$ cat config.mk
export PLATFORM = sky130hd
export DESIGN_NAME = pwm_deadtime
export DESIGN_NICKNAME = d
export VERILOG_FILES = /design/src/rtl/pwm_deadtime_pkg.sv /design/src/rtl/pwm_deadtime_dt.sv /design/src/rtl/pwm_deadtime.sv
export SDC_FILE = /design/constraint.sdc
export NUM_CORES = 1
export LEC_CHECK = 0
export CAP_MARGIN = 20
export CORE_MARGIN = 2
export CORE_UTILIZATION = 47
export DETAILED_ROUTE_END_ITERATION = 10
export PLACE_DENSITY = 0.7
export SLEW_MARGIN = 20
export SYNTH_ARGS = -nofsm -noshare
export SYNTH_HDL_FRONTEND = slang
export SYNTH_SLANG_ARGS = --single-unit
$ cat constraint.sdc
create_clock -name clk -period 2.9 [get_ports clk]
set_input_delay 0.29 -clock clk [delete_from_list [all_inputs] [get_ports clk]]
set_output_delay 0.29 -clock clk [all_outputs]
set_load 0.02 [all_outputs]
$ cat src/rtl/pwm_deadtime_pkg.sv
// Purpose: shared state encodings and defaults for the dead-time PWM output stage.
// Latency: n/a (definitions only).
// Backpressure: n/a.
package pwm_deadtime_pkg;

    // Default width of the dead-time count
    localparam int DT_W_DEF = 8;

    // 3-bit FSM state encoding shared by the RTL and the bench
    typedef enum logic [2:0] {
        IDLE    = 3'd0,
        DT_RISE = 3'd1,
        HI_ON   = 3'd2,
        DT_FALL = 3'd3,
        LO_ON   = 3'd4,
        FAULT   = 3'd5
    } state_t;

    // True for the two gap states in which both drives are held low
    function automatic logic is_dt(input state_t s);
        return (s == DT_RISE) || (s == DT_FALL);
    endfunction

endpackage

$ cat src/rtl/pwm_deadtime_dt.sv
// Purpose: dead-time down-counter with load, decrement and zero flag.
// Latency: load/decrement take effect on the next clk edge; o_zero is decoded from the count register.
// Backpressure: none; load has priority over decrement.
//
// Ports:
//   clk, rst_n : clock, async active-low reset (count -> 0)
//   i_load     : load (i_len - 1), saturating at 0 so a zero gap still spends one cycle
//   i_len      : gap length in cycles
//   i_dec      : decrement by one (held at 0 once reached)
//   o_zero     : count register equals 0
module dt_counter #(
    parameter int W = 8
) (
    input  logic         clk,
    input  logic         rst_n,
    input  logic         i_load,
    input  logic [W-1:0] i_len,
    input  logic         i_dec,
    output logic         o_zero
);

    logic [W-1:0] r_cnt;

    always_ff @(posedge clk or negedge rst_n) begin
        if (!rst_n) begin
            r_cnt <= '0;
        end else if (i_load) begin
            r_cnt <= (i_len == '0) ? '0 : i_len - 1'b1;
        end else if (i_dec && (r_cnt != '0)) begin
            r_cnt <= r_cnt - 1'b1;
        end
    end

    assign o_zero = (r_cnt == '0);

endmodule

$ cat src/rtl/pwm_deadtime.sv
// Purpose: complementary high/low gate drive from a raw PWM with programmable dead time and sticky fault.
// Latency: one clk edge from the pwm_in sample to the falling drive; outputs are registers.
// Backpressure: none; fault overrides enable, enable overrides pwm_in.
//
// Ports:
//   clk, rst_n    : clock, async active-low reset (state IDLE, all outputs 0)
//   en            : output-stage enable (level)
//   pwm_in        : raw PWM, synchronous to clk
//   dead_time     : gap length in clk cycles, sampled only when a gap starts
//   fault         : fault request (level), fault_clr: one-cycle clear pulse
//   pwm_hi/pwm_lo : high/low-side drives, never both 1
//   dt_active     : in a gap state, fault_latched: sticky fault flag
module pwm_deadtime
    import pwm_deadtime_pkg::*;
#(
    parameter int DT_W = DT_W_DEF
) (
    input  logic            clk,
    input  logic            rst_n,
    input  logic            en,
    input  logic            pwm_in,
    input  logic [DT_W-1:0] dead_time,
    input  logic            fault,
    input  logic            fault_clr,
    output logic            pwm_hi,
    output logic            pwm_lo,
    output logic            dt_active,
    output logic            fault_latched
);

    state_t r_state;
    state_t w_nxt;
    logic   w_zero;
    logic   w_dt_zero;
    logic   w_load;
    logic   w_dec;
    logic   r_pwm_hi;
    logic   r_pwm_lo;
    logic   r_dt_active;
    logic   r_fault_latched;

    assign w_dt_zero = (dead_time == '0);

    always_comb begin
        w_nxt = r_state;
        if (fault) begin
            w_nxt = FAULT;
        end else if (r_state == FAULT) begin
            if (fault_clr) w_nxt = IDLE;
        end else if (!en) begin
            w_nxt = IDLE;
        end else begin
            case (r_state)
                // Leaving IDLE always goes through a gap, even with dead_time 0
                IDLE:    w_nxt = pwm_in ? DT_RISE : DT_FALL;
                // A reversal inside a gap restarts the opposite gap, swallowing short pulses
                DT_RISE: begin
                    if (!pwm_in)     w_nxt = DT_FALL;
                    else if (w_zero) w_nxt = HI_ON;
                end
                HI_ON:   if (!pwm_in) w_nxt = w_dt_zero ? LO_ON : DT_FALL;
                DT_FALL: begin
                    if (pwm_in)      w_nxt = DT_RISE;
                    else if (w_zero) w_nxt = LO_ON;
                end
                LO_ON:   if (pwm_in) w_nxt = w_dt_zero ? HI_ON : DT_RISE;
                default: w_nxt = IDLE;
            endcase
        end
    end

    // Load on every entry into a gap state (including a gap-to-gap reversal),
    // count down while the same gap state persists.
    assign w_load = is_dt(w_nxt) && (w_nxt != r_state);
    assign w_dec  = is_dt(w_nxt) && (w_nxt == r_state);

    dt_counter #(
        .W (DT_W)
    ) u_dt_counter (
        .clk    (clk),
        .rst_n  (rst_n),
        .i_load (w_load),
        .i_len  (dead_time),
        .i_dec  (w_dec),
        .o_zero (w_zero)
    );

    // Outputs are registered alongside the state so they always equal the
    // decode of the registered state and carry no combinational glitches.
    always_ff @(posedge clk or negedge rst_n) begin
        if (!rst_n) begin
            r_state         <= IDLE;
            r_pwm_hi        <= 1'b0;
            r_pwm_lo        <= 1'b0;
            r_dt_active     <= 1'b0;
            r_fault_latched <= 1'b0;
        end else begin
            r_state         <= w_nxt;
            r_pwm_hi        <= (w_nxt == HI_ON);
            r_pwm_lo        <= (w_nxt == LO_ON);
            r_dt_active     <= is_dt(w_nxt);
            r_fault_latched <= (w_nxt == FAULT);
        end
    end

    assign pwm_hi        = r_pwm_hi;
    assign pwm_lo        = r_pwm_lo;
    assign dt_active     = r_dt_active;
    assign fault_latched = r_fault_latched;

endmodule
======== Word-level counts from Yosys, hierarchy flattened ========
Index checks and enable logic that the tools add are counted.
storage, ports and cells
  logic and storage cells ................. 46
  bits of input ports ..................... 14
  register bits ........................... 15
  output and inout bits ................... 4
cells by class
  muxes and demuxes ....................... 17
  reduce and logical (&&, ||, !) cells .... 9
  equal/unequal tests ..................... 12
  $add $sub $neg .......................... 2
operator list
  kind                                              number
  2-to-1 mux 3 bit                                  11
  2-to-1 mux 8 bit                                  3
  zero test 8 bit                                   2
  subtractor 8 x 1 -> 8 bit, second input constant  2
  one-hot mux 3 bit (5 select lines)                1
  == test 3 x 2 -> 1 bit, second input constant     4
  == test 3 bit, second input constant              4
  nonzero test 8 bit                                1
  == test 3 x 1 -> 1 bit, second input constant     2
  2-to-1 mux 2 bit                                  2
  == test 3 bit                                     1
  logical AND 1 bit                                 3
  zero test 3 bit                                   1
  != test 3 bit                                     1
  nonzero test 2 bit                                1
  logical OR 1 bit                                  1

======== Depth between registers and ports, before layout ========
Gate-level depths: netlist (run 1).
  depth in word-level cells ............... 13
  gate-level depth with buffers ........... 11
  depth with buffers taken out ............ 9

======== By module ========
Synthesis (run 1) repeated with hierarchy kept, for this count alone.
second synthesis, totals
  cell total of the unflattened synthesis .. 132
  area, all modules ....................... 1147.4 sq um
by module, submodules not included
  module        times used  cells each  area an instance (sq um)
  dt_counter    1           72          650.6
  pwm_deadtime  1           60          496.7

======== Worst setup path after synthesis (run 1) ========
Ideal clock, no wire load.
  path kind ............................... register -> register
  start ................................... register u_dt_counter.r_cnt[0]
  end ..................................... register u_dt_counter.r_cnt[3]
  setup time .............................. 0.121 ns
  clock period less this slack ............ 2.346 ns
  slack ................................... 0.554 ns
  stages on the path, launching flop included .. 10
  arrival time ............................ 2.225 ns
  data required time ...................... 2.779 ns
  cells stage by stage .................... dfrtp_1 > inv_1 > ha_1 > nor4b_1 > nand2_1 > a22oi_1 > a31o_2 > a311oi_4 > a211o_1 > a22o_1
between the ends
  word-level cells in the longest chain between the ends .. 12
  elaborated cells on any way between the ends .. 22
  classes of those cells .................. add/sub: 1; eq/ne: 4; mux: 10; reduce/logical: 7
ends and longest elaborated chain
  what                                                              RTL line                                source
  from (decl)                                                       pwm_deadtime_dt.sv:22                   logic [W-1:0] r_cnt;
  from (signal assigned)                                            pwm_deadtime_dt.sv:28                   r_cnt <= (i_len == '0) ? '0 : i_len - 1'b1;
  from (signal assigned)                                            pwm_deadtime_dt.sv:30                   r_cnt <= r_cnt - 1'b1;
  zero test 8 bit                                                   pwm_deadtime_dt.sv:34                   assign o_zero = (r_cnt == '0);
  2-to-1 mux 3 bit (on tied branches)                               pwm_deadtime.sv:64, pwm_deadtime.sv:59
  2-to-1 mux 3 bit (on tied branches)                               pwm_deadtime.sv:63, pwm_deadtime.sv:58
  one-hot mux 3 bit (5 select lines)                                pwm_deadtime.sv:53                      case (r_state)
  2-to-1 mux 3 bit                                                  pwm_deadtime.sv:50                      end else if (!en) begin
  2-to-1 mux 3 bit                                                  pwm_deadtime.sv:48                      end else if (r_state == FAULT) begin
  2-to-1 mux 3 bit                                                  pwm_deadtime.sv:46                      if (fault) begin
  == test 3 x 1 -> 1 bit or == test 3 x 2 -> 1 bit (tied branches)  pwm_deadtime_pkg.sv:21                  return (s == DT_RISE) || (s == DT_FALL);
  logical OR 1 bit                                                  pwm_deadtime_pkg.sv:21
  logical AND 1 bit                                                 pwm_deadtime.sv:75                      assign w_dec = is_dt(w_nxt) && (w_nxt == r_state);
  logical AND 1 bit                                                 pwm_deadtime_dt.sv:29                   end else if (i_dec && (r_cnt != '0)) begin
  nonzero test 2 bit (no line)                                      n/a
Several ways; a longest one is shown, not always the timed one. The select of a mux whose other input is x is not followed.
A chain may end at the register's enable or synchronous reset.

======== Worst setup path in the final report (run 1) ========
  start ................................... input dead_time[1]
  end ..................................... register u_dt_counter.r_cnt[2]
between the ends
  word-level cells in the longest chain between the ends .. 12
  elaborated cells on any way between the ends .. 21
  classes of those cells .................. add/sub: 1; eq/ne: 4; mux: 10; reduce/logical: 6
ends and longest elaborated chain
  what                                                              RTL line                                   source
  from (decl)                                                       pwm_deadtime.sv:22                         input logic [DT_W-1:0] dead_time,
  zero test 8 bit                                                   pwm_deadtime_dt.sv:28, pwm_deadtime.sv:42
  2-to-1 mux 2 bit or 2-to-1 mux 3 bit (tied branches)              pwm_deadtime.sv:66, pwm_deadtime.sv:61
  2-to-1 mux 3 bit (on tied branches)                               pwm_deadtime.sv:66, pwm_deadtime.sv:61
  one-hot mux 3 bit (5 select lines)                                pwm_deadtime.sv:53
  2-to-1 mux 3 bit                                                  pwm_deadtime.sv:50
  2-to-1 mux 3 bit                                                  pwm_deadtime.sv:48
  2-to-1 mux 3 bit                                                  pwm_deadtime.sv:46
  == test 3 x 1 -> 1 bit or == test 3 x 2 -> 1 bit (tied branches)  pwm_deadtime_pkg.sv:21
  logical OR 1 bit                                                  pwm_deadtime_pkg.sv:21
  logical AND 1 bit                                                 pwm_deadtime.sv:75
  logical AND 1 bit                                                 pwm_deadtime_dt.sv:29
  nonzero test 2 bit (no line)                                      n/a
Several ways; a longest one is shown, not always the timed one.

==> reports/qor_table.md, run 1 <==
| Stage | Quantity | Value |
|:---|:---|:---|
| run status | Status | complete, no violations |
| cells and area | Layout cell share with drive strength beyond 1 | 18.6% |
| die | Area of the die | 3290 um^2 |
| power and ir drop | Proportion of power drawn by combinational gates | 41.3% |
| cells and area | Fill count | 232 |
| global routing | Global-route wire length before repair | 5.34 mm |
| power and ir drop | Net Switching | 0.296 mW |
| logic synthesis | Cell type with the largest total area after synthesis | sky130_fd_sc_hd__dfrtp_1 |
| cts | CTS tree | done |
| logic synthesis | Number of flops mapped to enable cells by yosys | 0 |
| placed design | # placed instances | 215 |
| logic synthesis | Unique cell type count in the Yosys netlist | 49 |
| power and ir drop | Sequential share of power | 44.7% |
| die | Die H | 57.3 um |
| drt | Routed vias | 1299 |
| die | Starting density of the core | 48.9% |
| sta | Fin Clk Skew | 0.00595 ns |
| setup path | Worst stage delay on the critical path | 0.43 ns |
| logic synthesis | Average cell area after synthesis | 8.57 um^2 |
| sta | Final clock period utilization by the worst path | 91.7% |
| drt | Vias/cell | 5.93 |
| drt | Post-DRT Antenna Nets | 0 |
| drt | WL/cell | 14.3 um |
| power and ir drop | Cell leakage power | 0.685 nW |
| setup path | Data arrival time of the critical path | 2.80 ns |
| global routing | Overall global routing resource usage | 20.7% |
| setup path | Worst reg2reg path depth | 9 |
| logic synthesis | Number of synthesized register bits | 15 |
| cells and area | Final standard cell count with taps included and fillers excluded | 219 |
| logic synthesis | Share of flip-flops with an asynchronous set or reset after synthesis | 100% |
| placed design | PortBufs | 17 |
| drt | Detailed router's first-iteration violation count | 43 |
| sta | Final worst path period need | 2.66 ns |
| cts | Skew-Pair Late Insertion Delay | 0.27 ns |
| die | Horizontal die dimension | 57.3 um |
| placed design | Detailed Place HPWL | 2.48 mm |
| sta | Rel. slew slack | 55.4% |
| cts | CTS buffer count | 3 |
| global routing | Pin count of the biggest net entering global routing | 18 |
| setup path | Cell family with the largest share of critical-path delay | compound AO/OA/AOI/OAI gates |
| sta | Maximum frequency from static timing analysis | 376 MHz |
| cts | CTS sink cnt | 15 |
| sta | Final worst slack | 0.241 ns |
| drt | Count of unresolved DRC violations after routing | 0 |
| cells and area | Antenna cells | 0 |
| min path | Class of the worst hold path | input port to async pin |
| placed design | Weighted congestion reported at the end of routability-driven placement | 0.892 |
| cells and area | Non-Filler Cell Area, Final | 1680 um^2 |
| logic synthesis | Sequential-to-total area share from yosys stat | 28.1% |
| sta | Pin slew with the least headroom to its limit | 0.669 ns |
| setup path | R2R Setup Slk | 0.33 ns |
| cts | Root buffer cell | sky130_fd_sc_hd__clkbuf_4 |
| sta | Unrepaired setup endpoints after global routing | false |
| power and ir drop | Total power divided by cell area | 474 nW/um^2 |
| die | Number of standard-cell rows in the floorplan | 19 |
| logic synthesis | Largest cells by area after synthesis | sky130_fd_sc_hd__dfrtp_1 (28%), sky130_fd_sc_hd__mux2i_1 (4.5%), sky130_fd_sc_hd__a2bb2oi_2 (4.5%) |
| power and ir drop | Worst vdd ir | 381 uV |
| cts | H-tree lvl count | 1 |
| die | Ports placed on the boundary | 18 |
| power and ir drop | Clock network fraction of total power | 14.0% |
| setup path | Worst reg2reg startpoint | r_state[0]$_DFF_PN0_ |
| setup path | Worst-path maximum fanout | 14 |
| setup path | Endpoint type of the worst setup path | flop |
| logic synthesis | Cell area after synthesis | 1340 um^2 |
| cells and area | Synth-to-layout area growth | 25.9% |
| setup path | Required time worst endpoint | 3.04 ns |
| setup path | Cells along the critical path | clkdlybuf4s50_1 -> inv_1 -> ha_1 -> buf_4 -> nor4b_4 -> nand4_1 -> a211o_1 -> a31o_1 -> a311oi_4 -> buf_12 -> mux2i_1 -> a2bb2oi_2 |
| cells and area | Area of combinational cells with multiple inputs | 885 um^2 |
| drt | First-pass detailed-route iteration total | 4 |
| sta | Total count of hold-check failures in the final report | 0 |
| setup path | Critical path start-end classification | input port to flop |
| logic synthesis | Instance count of the mapped netlist | 156 |
| logic synthesis | Post-synth top flop | sky130_fd_sc_hd__dfrtp_1 |
| setup path | Kind of start point of the critical path | input port |
| global routing | Number of antenna violations at the first check in global routing | 0 |
| power and ir drop | Fraction of power spent switching nets | 37.1% |
| sta | Max-slew violation count | 0 |
| run | Max-cap violation count | 0 |
| placed design | Post-placement worst setup slack | -0.212 ns |
| setup path | Buffers & Inverters on Critical Path | 4 |
| logic synthesis | Post-synth top area share | 28.1% |
| cells and area | Combined flip-flop and latch cell area | 375 um^2 |
| global routing | Residual overflow from global routing | 0 |
| global routing | Via count of the first global-routing pass | 1216 |
| placed design | Instance area at placement | 1660 um^2 |
| drt | Routed Wire Length | 3.14 mm |
| setup path | Reg-to-reg critical path endpoint | u_dt_counter.r_cnt[2]$_DFFE_PN0P_ |
| power and ir drop | Pint | 0.503 mW |
| cts | Clock slew at reported path FFs | 0.08 ns |
| die | Core Region | 2730 um^2 |
| cts | Post-CTS Setup Inserts | 0 |
| logic synthesis | Net count after synthesis | 174 |
| logic synthesis | Yosys warns | 0 |
| cts | Number of buffers between clock root and the deepest sink | 2 |
| sta | Final setup violating endpoints | 0 |
| cells and area | Final nets | 207 |
| setup path | Critical Path Slowest Stage Cell | sky130_fd_sc_hd__clkdlybuf4s50_1 |
==> final cells by class <==
class,count,share of cell area (%)
Clock buffer,4,1.56
Tap cell,31,2.30
Sequential cell,15,22.3
Multi-Input combinational cell,123,52.5
Inverter,11,2.45
Timing Repair Buffer,35,18.9
==> cells in the mapped netlist, types with 2 or more instances <==
library cell,number
sky130_fd_sc_hd__a211o_1,2
sky130_fd_sc_hd__mux2_2,2
sky130_fd_sc_hd__xnor2_1,2
sky130_fd_sc_hd__ha_1,4
sky130_fd_sc_hd__nor2_1,13
sky130_fd_sc_hd__a21oi_1,6
sky130_fd_sc_hd__mux2i_1,6
sky130_fd_sc_hd__nand2_1,15
sky130_fd_sc_hd__clkbuf_1,2
sky130_fd_sc_hd__inv_1,11
sky130_fd_sc_hd__xor2_1,2
sky130_fd_sc_hd__or3_1,3
sky130_fd_sc_hd__nor4_1,3
sky130_fd_sc_hd__o21ai_0,5
sky130_fd_sc_hd__a2bb2oi_2,4
sky130_fd_sc_hd__a22oi_1,2
sky130_fd_sc_hd__nand3_1,4
sky130_fd_sc_hd__nor3b_1,3
sky130_fd_sc_hd__nor4b_1,2
sky130_fd_sc_hd__nand4_1,4
sky130_fd_sc_hd__a21boi_1,3
sky130_fd_sc_hd__dfrtp_1,15
sky130_fd_sc_hd__nand2b_1,4
sky130_fd_sc_hd__a31oi_1,5
sky130_fd_sc_hd__buf_2,4
sky130_fd_sc_hd__and3_1,2
sky130_fd_sc_hd__nor2b_1,3
sky130_fd_sc_hd__nor3_1,4
==> cell families (layout without fill, tap and decap cells) <==
group	Yosys count	count (layout)	synth area share (%)
muxes	8	8	6.17
AOI/OAI and AO/OA	40	40	25.2
DFF	15	15	28.1
adders and majority gates	4	4	3.74
xor gates and xnor gates	4	4	2.62
and+or+nand+nor	67	67	28.3
buffers and inverters	18	50	5.99
==> worst register-to-register path, stage by stage, from the launching register on <==
cell and delay (ns):
sky130_fd_sc_hd__dfrtp_1 0.52, sky130_fd_sc_hd__nor3b_1 0.36, sky130_fd_sc_hd__buf_4 0.17, sky130_fd_sc_hd__nor3_1 0.05
sky130_fd_sc_hd__a211o_1 0.33, sky130_fd_sc_hd__a31o_1 0.24, sky130_fd_sc_hd__a311oi_4 0.27, sky130_fd_sc_hd__buf_12 0.19
sky130_fd_sc_hd__mux2i_1 0.24, sky130_fd_sc_hd__a2bb2oi_2 0.07
==> how the worst max path moves through the flow <==
stage	startpoint	endpoint	slack, ns	cells after the start
finish	dead_time[1]	u_dt_counter.r_cnt[2]$_DFFE_PN0P_	0.24	12
global route	dead_time[1]	u_dt_counter.r_cnt[4]$_DFFE_PN0P_	0.13	12
CTS	dead_time[1]	u_dt_counter.r_cnt[0]$_DFFE_PN0P_	0.10	10
detailed placement	dead_time[1]	u_dt_counter.r_cnt[0]$_DFFE_PN0P_	-0.21	10
global placement	dead_time[0]	u_dt_counter.r_cnt[0]$_DFFE_PN0P_	-0.08	10
floorplan	u_dt_counter.r_cnt[0]$_DFFE_PN0P_	u_dt_counter.r_cnt[3]$_DFFE_PN0P_	0.55	9
==> cell usage in the layout (no fill, tap or decap), drive strengths merged, types with 3 or more instances in the layout <==
cell type and count:
clkdlybuf4s50 17, nor2 13, nand4 4, mux2i 6, a21oi 6, dfrtp 15, clkbuf 4, nor4 3
nand2b 4, nor2b 3, o21ai 5, nor4b 3, nor3 5, nand3 4, a31oi 5, ha 4
a2bb2oi 4, a21boi 4, buf 18, or3 3, nand2 15, inv 11, nor3b 3
==> what timing repair did <==
| action | in CTS | in global routing |
|---|---|---|
| hold buffers | 0 | 0 |
| gates resized for setup | 0 | 1 |
| setup endpoints to repair | 0 | 2 |
==> flip-flops by register name, summed over array words and instances (netlist names) <==
signal	flops
pwm_hi	1
r_state	3
dt_active	1
pwm_lo	1
fault_latched	1
u_dt_counter.r_cnt	8
==> through the flow <==
step                      power, mW  TNS (ns)  hold WS, ns  util (%)
after detailed placement      0.686    -0.701        0.533      60.5
after floorplan               0.567         0     -0.00559         -
after CTS                     0.802         0        0.419      61.5
after global routing          0.862         0        0.459      61.6
after global placement        0.672   -0.0850        0.527      60.5
final                         0.798         0        0.405      61.6
==> power by group through the flow <==
stage,Combinational [mW],Clock (mW),Sequential (mW)
2_1_floorplan,0.233,0,0.333
3_3_place_gp,0.320,0,0.352
3_5_place_dp,0.329,0,0.357
4_1_cts,0.330,0.119,0.353
5_1_grt,0.364,0.129,0.369
6_report,0.330,0.112,0.357
==> routing by layer <==
layer | GRT usage (%) | wire [um]
met2 | 34.4 | 1540
met1 | 27.6 | 1440
met5 | 0 | 0
met4 | 7.64 | 23
met3 | 2.27 | 134
No activity file was read; power rests on OpenSTA's default activity.
==> run 2: changes to the inputs <==
Settings changed: CAP_MARGIN 20 to not set.
==> results of run 2 <==
The final DEF is identical to that of run 1; final timing and power are the same.
==> run 3: changes to the inputs <==
Settings changed: CTS_CLUSTER_SIZE set to 14.
Clock period 2.9 ns to 3.4 ns, I/O delays scaled along.
==> reports/qor_table.md, run 3 (synthesized netlist as in run 1, its figures left out) <==
| Stage | Quantity | Value | vs previous |
|:---|:---|:---|:---|
| sta | Maximum frequency from static timing analysis | 336 MHz |  |
| sta | Total count of hold-check failures in the final report | 0 | unchanged |
| power and ir drop | Cell leakage power | 0.625 nW | -8.8% |
| die | Die H | 57.3 um | unchanged |
| cells and area | Fill count | 254 | +9.5% |
| global routing | Global-route wire length before repair | 5.21 mm | -2.5% |
| setup path | Required time worst endpoint | 3.59 ns | +0.55 ns |
| drt | Vias/cell | 6.07 | +2.3% |
| die | Horizontal die dimension | 57.3 um | unchanged |
| drt | M1 WL | 1.48 mm | +2.9% |
| drt | Routed vias | 1256 | -3.3% |
| placed design | # placed instances | 203 | -5.6% |
| setup path | R2R Setup Slk | 0.47 ns | +0.14 ns |
| min path | Class of the worst hold path | input port to async pin |  |
| cts | CTS sink cnt | 15 | unchanged |
| cts | CTS tree | done |  |
| drt | Routed wl met3 | 99 um | -26% |
| cts | Clock slew at reported path FFs | 0.09 ns | about the same |
| setup path | Critical path start-end classification | input port to flop |  |
| sta | Final worst slack | 0.428 ns | +0.186 ns |
| drt | Top routing layer in use | met4 |  |
| drt | WL/cell | 14.6 um | +1.7% |
| cts | CTS buffer count | 3 | unchanged |
| setup path | Endpoint type of the worst setup path | flop |  |
| die | Ports placed on the boundary | 18 | unchanged |
| sta | Final worst path period need | 2.97 ns |  |
| drt | Post-DRT Antenna Nets | 0 | unchanged |
| drt | Routed Wire Length | 3.02 mm | -3.9% |
| setup path | Kind of start point of the critical path | input port |  |
| cts | Post-cts hold buffer count | 0 | unchanged |
| die | Core Region | 2730 um^2 | unchanged |
| placed design | Post-placement worst setup slack | 0.128 ns | +0.340 ns |
| drt | First-pass detailed-route iteration total | 6 | +2 |
| sta | Fin Clk Skew | 0.00775 ns | +0.00180 ns |
| cells and area | Antenna cells | 0 | unchanged |
| drt | Detailed router's first-iteration violation count | 52 | +21% |
| global routing | Residual overflow from global routing | 0 | unchanged |
| cts | Post-CTS Setup Inserts | 0 | unchanged |
| sta | Max-slew violation count | 0 | unchanged |
| cells and area | Max FFs per register | 8 | unchanged |
| cts | Skew-Pair Late Insertion Delay | 0.29 ns | +0.02 ns |
| die | Area of the die | 3290 um^2 | unchanged |
| power and ir drop | Power Total | 0.673 mW | -16% |
| placed design | PortBufs | 17 | unchanged |
| setup path | Worst-path maximum fanout | 17 | +3 |
| cts | H-tree lvl count | 1 | unchanged |
| setup path | Data arrival time of the critical path | 3.16 ns | +0.36 ns |
| power and ir drop | Total power divided by cell area | 426 nW/um^2 | -10% |
| drt | Count of unresolved DRC violations after routing | 0 | unchanged |
| sta | Final clock period utilization by the worst path | 87.4% |  |
| sta | Final setup violating endpoints | 0 | unchanged |
| global routing | Overall global routing resource usage | 20.1% | -0.57 points |
| drt | Met2 layer wire length in the routed design | 1.40 mm | -9.3% |
| sta | Unrepaired setup endpoints after global routing | false |  |
| sta | Pin slew with the least headroom to its limit | 1.05 ns | +0.386 ns |
| run | Max-cap violation count | 0 | unchanged |
| cts | Root buffer cell | sky130_fd_sc_hd__clkbuf_4 |  |
| cells and area | Layout cell share with drive strength beyond 1 | 13.1% | -5.5 points |
| setup path | Worst stage delay on the critical path | 0.80 ns | +0.37 ns |
| sta | Sum of negative setup slack | 0 ns | unchanged |
| setup path | Critical Path Slowest Stage Cell | sky130_fd_sc_hd__nor2_1 |  |
| cts | Post-CTS Resized | 0 | unchanged |
| cells and area | Registers with the most flip-flops | u_dt_counter.r_cnt (8), r_state (3) |  |
| sta | Worst slack on hold paths | 0.443 ns | +0.0375 ns |
| run status | Status | complete, no violations |  |
| cells and area | Final nets | 195 | -5.8% |
| cells and area | Leading cell type in the layout, fill and taps excluded | sky130_fd_sc_hd__clkdlybuf4s50_1 |  |
| sta | Rel. slew slack | 29.4% | -26 points |
| cts | Number of buffers between clock root and the deepest sink | 2 | unchanged |
| cells and area | Final standard cell count with taps included and fillers excluded | 207 | -5.5% |
| setup path | Cells along the critical path | clkdlybuf4s50_1 -> inv_1 -> ha_1 -> nor3b_1 -> and2_0 -> a21oi_1 -> o211ai_2 -> nor2_1 -> o21ai_0 -> o221a_2 |  |
| placed design | Weighted congestion reported at the end of routability-driven placement | 0.878 | -1.5% |
| global routing | Pin count of the biggest net entering global routing | 18 | unchanged |
| global routing | Via count of the first global-routing pass | 1211 | -0.41% |
| cells and area | Synth-to-layout area growth | 18.1% |  |
| placed design | Detailed Place HPWL | 2.41 mm | -3.1% |
| cells and area | Most frequent cells in the layout | sky130_fd_sc_hd__clkdlybuf4s50_1 (17), sky130_fd_sc_hd__nand2_1 (15), sky130_fd_sc_hd__dfrtp_1 (15), sky130_fd_sc_hd__nor2_1 (13), sky130_fd_sc_hd__inv_1 (11) |  |
| die | Starting density of the core | 48.9% | unchanged |
| die | Number of standard-cell rows in the floorplan | 19 | unchanged |
| global routing | Number of antenna violations at the first check in global routing | 0 | unchanged |
| power and ir drop | Worst vdd ir | 344 uV | -9.6% |
| cells and area | Largest reg by FF count | u_dt_counter.r_cnt |  |
run 3: cell types whose count changed in the layout (fill, tap and decap cells not counted), sizes merged:
cell / previous run / this run
buf: 18 / 6
clkinv: 0 / 1
clkbuf: 4 / 3
run 3: area by class of cell:
cell class              count  area, um^2  area share, %
well taps                  31        38.8           2.45
clock inverters             1        5.00          0.317
multi-input cells         123         882           55.8
repair buffers             23         215           13.6
clock buffers               3        22.5           1.43
flip-flops and latches     15         375           23.8
inverters                  11        41.3           2.61
run 3: metrics by stage:
stage / area [um^2] / util [%]
6_report: 1580 / 57.8
5_1_grt: 1580 / 57.8
4_1_cts: 1580 / 57.8
3_5_place_dp: 1550 / 56.8
3_3_place_gp: 1550 / 56.8
2_1_floorplan: 1340 / -
run 3: routing by layer:
metal	GRT usage [%]	vias to the layer above
met5	0	-
met4	7.64	0
met3	2.04	4
met2	32.3	37
met1	27.9	595
li1	-	620
run 3: worst paths after layout:
path	cells after the start	startpoint	endpoint
min	1	rst_n	r_state[1]$_DFF_PN0_
max	10	dead_time[0]	u_dt_counter.r_cnt[0]$_DFFE_PN0P_
min reg2reg	1	u_dt_counter.r_cnt[3]$_DFFE_PN0P_	u_dt_counter.r_cnt[3]$_DFFE_PN0P_
max reg2reg	10	u_dt_counter.r_cnt[0]$_DFFE_PN0P_	u_dt_counter.r_cnt[0]$_DFFE_PN0P_
max in group asynchronous	1	rst_n	u_dt_counter.r_cnt[6]$_DFFE_PN0P_
min in group clk	1	u_dt_counter.r_cnt[3]$_DFFE_PN0P_	u_dt_counter.r_cnt[3]$_DFFE_PN0P_
run 3: worst max-delay path, delay by kind of cell:
family          cells  cell delay [ns]
compound gates      4             0.84
fa+ha+maj           1             0.22
buf+inv             2             0.60
simple gates        3             1.16
run 3: power by group:
part | switching (mW) | internal [mW] | leakage, nW
Clock | 0.0579 | 0.0437 | 0.0177
Combinational | 0.128 | 0.138 | 0.432
Sequential | 0.0739 | 0.231 | 0.176
Total | 0.260 | 0.413 | 0.625
